**config.mk**
```make
export PLATFORM = sky130hd
export DESIGN_NAME = cnt_cmp_sweep_ctrl
export DESIGN_NICKNAME = d
export VERILOG_FILES = /design/src/rtl/cnt_cmp_pkg.sv /design/src/rtl/cnt_cmp_timer.sv /design/src/rtl/cnt_cmp_sweep_ctrl.sv
export SDC_FILE = /design/constraint.sdc
export NUM_CORES = 1
export LEC_CHECK = 0
export CORE_MARGIN = 3
export CORE_UTILIZATION = 50
export DETAILED_ROUTE_END_ITERATION = 7
export PLACE_DENSITY = 0.77
export SYNTH_ARGS = -nofsm -noshare
export SYNTH_HDL_FRONTEND = slang
export SYNTH_SLANG_ARGS = --single-unit
```
**constraint.sdc**
```tcl
create_clock -name CK -period 5.2 [get_ports CK]
set_clock_uncertainty 0.2 [all_clocks]
set_input_delay 0.52 -clock CK [delete_from_list [all_inputs] [get_ports CK]]
set_output_delay 0.52 -clock CK [all_outputs]
set_load 0.01 [all_outputs]
```
**src/rtl/cnt_cmp_pkg.sv**
```systemverilog
// Shared types and constants for the counter/comparator sweep sequencer.
package cnt_cmp_pkg;

  localparam int CW_DEF     = 17;
  localparam int DEPTH      = 8;
  localparam int IDX_W      = $clog2(DEPTH);
  localparam int NUM_W      = IDX_W + 1;
  localparam int RES_W      = 16;
  localparam logic [RES_W-1:0] TMO_DEF = 16'hFFFF;
  localparam int SETTLE_DEF = 2;

  typedef enum logic [2:0] {
    IDLE,
    LOAD,
    RUN,
    REPORT,
    DONE
  } state_t;

  typedef struct packed {
    logic [IDX_W-1:0] idx;
    logic             hit;
    logic [RES_W-1:0] cycles;
  } res_t;

endpackage

```
**src/rtl/cnt_cmp_timer.sv**
```systemverilog
// Phase timer: cleared on every phase change, counts while enabled,
// flags when the count reaches the programmed terminal value.
module cnt_cmp_timer
  import cnt_cmp_pkg::*;
(
  input  logic             CK,
  input  logic             RST,
  input  logic             clr,
  input  logic             en,
  input  logic [RES_W-1:0] term,
  output logic [RES_W-1:0] cnt,
  output logic             tc
);

  // Counter holds at all-ones instead of wrapping.
  always_ff @(posedge CK or posedge RST) begin
    if (RST)                   cnt <= '0;
    else if (clr)              cnt <= '0;
    else if (en && cnt != '1)  cnt <= cnt + 1'b1;
  end

  assign tc = (cnt == term);

endmodule

```
**src/rtl/cnt_cmp_sweep_ctrl.sv**
```systemverilog
// Sweeps a small table of compare words through the counter/comparator
// datapath, timing each one until Z or timeout, and reports one result per
// word over a valid/ready channel.
module cnt_cmp_sweep_ctrl
  import cnt_cmp_pkg::*;
#(
  parameter int               CW     = CW_DEF,
  parameter logic [RES_W-1:0] TMO    = TMO_DEF,
  parameter int               SETTLE = SETTLE_DEF
) (
  input  logic             CK,
  input  logic             RST,
  input  logic             cfg_we,
  input  logic [IDX_W-1:0] cfg_addr,
  input  logic [CW-1:0]    cfg_data,
  input  logic [NUM_W-1:0] cfg_num,
  input  logic             start,
  input  logic             abort,
  output logic             busy,
  output logic             done,
  output logic             dp_en,
  output logic [CW-1:0]    dp_cmp,
  input  logic             dp_z,
  output logic             res_valid,
  input  logic             res_ready,
  output logic [IDX_W-1:0] res_idx,
  output logic             res_hit,
  output logic [RES_W-1:0] res_cycles
);

  localparam logic [RES_W-1:0] SETTLE_TC = RES_W'(SETTLE - 1);
  localparam logic [NUM_W-1:0] NUM_MAX   = NUM_W'(DEPTH);

  state_t           state, nxt;
  logic [IDX_W-1:0] idx, idx_nxt;
  logic [NUM_W-1:0] num_q, num_nxt;
  res_t             res_q, res_nxt;
  logic [CW-1:0]    tab_q [DEPTH];
  logic             tab_we;
  logic             last;

  logic             t_clr, t_en, t_tc;
  logic [RES_W-1:0] t_term, t_cnt;

  // Same timer serves the settle window and the RUN measurement.
  assign t_en   = (state == LOAD) || (state == RUN);
  assign t_term = (state == LOAD) ? SETTLE_TC : (TMO - 1'b1);
  assign t_clr  = (nxt != state);

  cnt_cmp_timer u_timer (
    .CK   (CK),
    .RST  (RST),
    .clr  (t_clr),
    .en   (t_en),
    .term (t_term),
    .cnt  (t_cnt),
    .tc   (t_tc)
  );

  assign last   = ({1'b0, idx} == (num_q - 1'b1));
  // Writes only land when idle and not colliding with a sweep start.
  assign tab_we = cfg_we && !busy && !((state == IDLE) && start);

  // Table write port; contents survive reset.
  always_ff @(posedge CK) begin
    if (tab_we) tab_q[cfg_addr] <= cfg_data;
  end

  // Next-state, index and result capture; abort overrides everything.
  always_comb begin
    nxt     = state;
    idx_nxt = idx;
    num_nxt = num_q;
    res_nxt = res_q;
    case (state)
      IDLE: begin
        if (start) begin
          if (cfg_num == '0) begin
            nxt = DONE;
          end else begin
            nxt     = LOAD;
            idx_nxt = '0;
            num_nxt = (cfg_num > NUM_MAX) ? NUM_MAX : cfg_num;
          end
        end
      end
      LOAD: begin
        if (t_tc) nxt = RUN;
      end
      RUN: begin
        if (dp_z) begin
          nxt     = REPORT;
          res_nxt = '{idx: idx, hit: 1'b1, cycles: t_cnt};
        end else if (t_tc) begin
          nxt     = REPORT;
          res_nxt = '{idx: idx, hit: 1'b0, cycles: TMO};
        end
      end
      REPORT: begin
        if (res_ready) begin
          if (last) begin
            nxt = DONE;
          end else begin
            nxt     = LOAD;
            idx_nxt = idx + 1'b1;
          end
        end
      end
      DONE:    nxt = IDLE;
      default: nxt = IDLE;
    endcase
    if (abort && state != IDLE) begin
      nxt     = IDLE;
      idx_nxt = idx;
      num_nxt = num_q;
      res_nxt = res_q;
    end
  end

  // State and registered outputs, all decoded from the next state.
  always_ff @(posedge CK or posedge RST) begin
    if (RST) begin
      state     <= IDLE;
      idx       <= '0;
      num_q     <= '0;
      res_q     <= '0;
      busy      <= 1'b0;
      done      <= 1'b0;
      dp_en     <= 1'b0;
      dp_cmp    <= '0;
      res_valid <= 1'b0;
    end else begin
      state     <= nxt;
      idx       <= idx_nxt;
      num_q     <= num_nxt;
      res_q     <= res_nxt;
      busy      <= (nxt == LOAD) || (nxt == RUN) || (nxt == REPORT);
      done      <= (nxt == DONE);
      dp_en     <= (nxt == RUN);
      res_valid <= (nxt == REPORT);
      if (nxt == LOAD && state != LOAD) dp_cmp <= tab_q[idx_nxt];
    end
  end

  assign res_idx    = res_q.idx;
  assign res_hit    = res_q.hit;
  assign res_cycles = res_q.cycles;

endmodule
```
==> metrics.md <==
| Metric | Value |
|---|---|
| Total power | approximately 4.7 mW |
| Core Footprint | 16600 um2 |
| Sequential Power Share | 0.445 |
| CP Max Fanout | 69 |
| Kind of path behind the tightest hold check | primary input to async pin |
| Row count | 47 |
| Ys flop type | edfxtp_1 |
| Clock root buffer | clkbuf_16 |
| Die height | 137 um |
| Vias | 5190 |
| Final Cycle Share | 0.689 |
| Wirelength, routed | 17.3 mm |
| Multi-input gate area | 2520 um2 |
| WS Path Type | register to register |
| Pwr per Cell Area | 463 nW/um2 |
| Clock insertion delay at the later pin of the skew report | 0.50 ns |
| CTS Buffer Depth | 3 |
| Crit start category | register |
| Top achievable clock speed | 279 MHz |
| Reg2reg setup slack | roughly 1.6 ns |
| DIE AREA | 18600 um2 |
| Vias per cell | 5.72 |
| First-pass GRT wire length | 27.2 mm |
| Worst EP arrival | 3.81 ns |
| Seq/Total Area, Yosys | 0.676 |
| Tightest Pin Transition | approximately 1.2 ns |
| Commonest non-fill, non-tap cell in the layout | edfxtp_1 |
| Post-Synthesis Net Count | 635 |
| Pre-antenna DRT Iters | 5 |
| Outcome | completed |
| Setup TNS | 0 ns |
| Global Route Usage Sum | 0.188 |
| DR WL/cell | about 19 um |
| Unique masters post-synth | 63 |
| Chip width | 137 um |
| Mapped Area | approximately 8500 um2 |
| Min cycle time layout | 3.58 ns |
| Synthesized flop and latch total | 203 |
| Commonest non-fill, non-tap cells in the layout | edfxtp_1, nand2_1, clkdlybuf4s50_1 |
| Worst vdd ir | 0.000360 V |
| Static Leak | ~3.7 nW |
| Comb pwr share | 0.230 |
| RD Place Congestion | about 0.85 |
| Fillers | 1240 |
| Post-Place Setup Slack | 1.15 ns |
| Pin count of the biggest net entering global routing | 70 |
| Final HPWL DP | 10.4 mm |
| Synth Warn # | 0 |
| Starting Density | 0.512 |
| IO Port Bufs | between 70 and 80 |
| IO Pins | 72 |
| Clock Power Share | 0.326 |
| Post-synth EDFFs | 136 |
| Max-cap violations | 0 |
| Cts repair resizes | 0 |
| Worst reg-to-reg path cell count | 12 |
| Worst-path clk slew | 0.06 ns |
| Sw Share | 0.268 |
| CTS Buf Count | 21 |
| Antenna cell count | 0 |
| Initial antenna violation count | 1 |
| RSZ-0062 raised after global routing | no |
| Setup repair bufs after CTS | 0 |
| Residual DRC | 0 |
| CTS tree | yes |
| Cell Int Power | roughly 3.4 mW |
| Reg-to-Reg End | dp_cmp[11]$_DFFE_PP0P_ |
| Crit path capture type | register |
| Initial drt markers | 357 |
| Vias in the first global route | 5146 |
| Post-layout nets | 708 |
| FF-to-FF Start | num_q[0]$_DFFE_PP0P_ |
| Layout area overhead | 18.6% |
| Routed Antenna Nets | 0 |
| Setup WS post-layout | 1.62 ns |
| Count of pins over their slew limit | 0 |
| Layout cells sized above 1 | 0.110 |
| Ys async rst share | 0.330 |
| FF/Latch Area | 5760 um2 |
| Hold Vio Cnt, Final | 0 |
| Final setup viols | 0 |
| Max transition margin | 0.187 |
| Mapped Cells | 601 |
| Hold-fix buffers, CTS | 0 |
| Synth Area per Inst | 14.2 um2 |
| H-tree depth | 1 |
| Grt ovf | 0 |
| Data required time of the worst path | about 5.4 ns |
| Clock Sink Count | 203 |
| Net Sw Power | 1.25 mW |
-- layout make-up --
| cell class | instances | share of cell area |
|---|---|---|
| Sequential cell | 203 | 0.570 |
| Multi-Input combinational cell | 355 | 0.249 |
| Timing Repair Buffer | 83 | 0.0793 |
| Clock buffer | 26 | 0.0539 |
| Tap cell | 220 | 0.0272 |
| Clock inverter | 11 | 0.0157 |
| Inverter | 10 | 0.00446 |
-- critical path, cell delays in order (launching register included) --
cell and delay, ns:
dfrtp_1 0.41, inv_1 0.07, ha_1 0.21, xnor2_1 0.17, or3_1 0.37, a31oi_1 0.19, mux2i_1 0.19, and2_1 0.13
buf_4 0.37, inv_6 0.32, mux2i_1 0.21, a221oi_1 0.38, a32o_1 0.23
-- cell families (layout without fill, tap and decap cells) --
logic type | Yosys count | count (layout) | synth area share
simple gates | 216 | 216 | 0.143
flops | 203 | 203 | 0.676
compound gates | 78 | 78 | 0.0807
buf+inv | 43 | 130 | 0.0297
mux | 38 | 38 | 0.0451
xor+xnor | 20 | 20 | 0.0206
fa+ha+maj | 3 | 3 | 0.00441
-- through the flow --
stage	cell area [um2]	hold slack (ns)	cells	utilization
6_report	10100	0.243	908	0.607
5_1_grt	10100	0.285	908	0.607
4_1_cts	10100	0.254	908	0.607
3_5_place_dp	9400	0.279	871	0.565
3_3_place_gp	9400	0.271	871	0.565
2_1_floorplan	8520	0.287	601	-
-- sequential cells by signal (all words and copies together), names as in the netlist, 3 cells and up --
register and cells:
u_timer.cnt 16, state 3, idx 3, tab_q 136
res_cycles 16, num_q 4, res_idx 3, dp_cmp 17
-- power groups by stage --
| stage | clock, mW | sequential, mW | combinational (mW) |
|---|---|---|---|
| after detailed placement | 0 | 2.11 | 1.08 |
| after global routing | 1.64 | 2.10 | 1.16 |
| after CTS | 1.55 | 2.08 | 1.08 |
| after floorplan | 0 | 2.12 | 0.624 |
| after global placement | 0 | 2.10 | 1.05 |
| final | 1.53 | 2.08 | 1.07 |
-- routing by layer --
| layer | GRT usage | wire (um) | up-vias |
|---|---|---|---|
| met3 | 0.0357 | 1070 | 42 |
| li1 | - | - | 2388 |
| met1 | 0.251 | 7330 | 2578 |
| met4 | 0.0532 | 452 | 2 |
| met5 | 0 | 13 | - |
| met2 | 0.318 | 8420 | 180 |
-- cell usage after synthesis, types with 4 or more instances --
| master | instances | share of area |
|---|---|---|
| edfxtp_1 | 136 | 0.48 |
| nand2_1 | 89 | 0.039 |
| dfrtp_1 | 67 | 0.20 |
| nor2_1 | 36 | 0.016 |
| mux2i_1 | 35 | 0.041 |
| nand3_1 | 24 | 0.014 |
| a221oi_1 | 17 | 0.017 |
| a32o_1 | 17 | 0.020 |
| o22a_1 | 16 | 0.016 |
| xor2_1 | 14 | 0.014 |
| buf_2 | 13 | 0.0076 |
| clkbuf_1 | 11 | 0.0048 |
| nand3b_1 | 11 | 0.0097 |
| nand3b_4 | 9 | 0.021 |
| inv_1 | 8 | 0.0035 |
| nand2b_1 | 6 | 0.0044 |
| nand4_1 | 6 | 0.0044 |
| xnor2_1 | 6 | 0.0062 |
| a21oi_1 | 5 | 0.0029 |
| buf_6 | 5 | 0.0066 |
| o21ai_0 | 5 | 0.0029 |
| a31oi_1 | 4 | 0.0029 |
| and2_1 | 4 | 0.0029 |
| nor3_1 | 4 | 0.0024 |
-- worst max-delay path by stage --
stage               depth (start not counted)  slack, ns                  from                     end
CTS                                        10       1.63  num_q[0]$_DFFE_PP0P_   dp_cmp[0]$_DFFE_PP0P_
global route                               12       1.42  num_q[0]$_DFFE_PP0P_   dp_cmp[7]$_DFFE_PP0P_
finish                                     12       1.62  num_q[0]$_DFFE_PP0P_  dp_cmp[11]$_DFFE_PP0P_
global placement                           12       1.24            cfg_num[0]  dp_cmp[11]$_DFFE_PP0P_
detailed placement                         12       1.15            cfg_num[0]   dp_cmp[8]$_DFFE_PP0P_
floorplan                                  12       2.34            cfg_num[0]   dp_cmp[0]$_DFFE_PP0P_
Power figures use the tool's default switching activity.
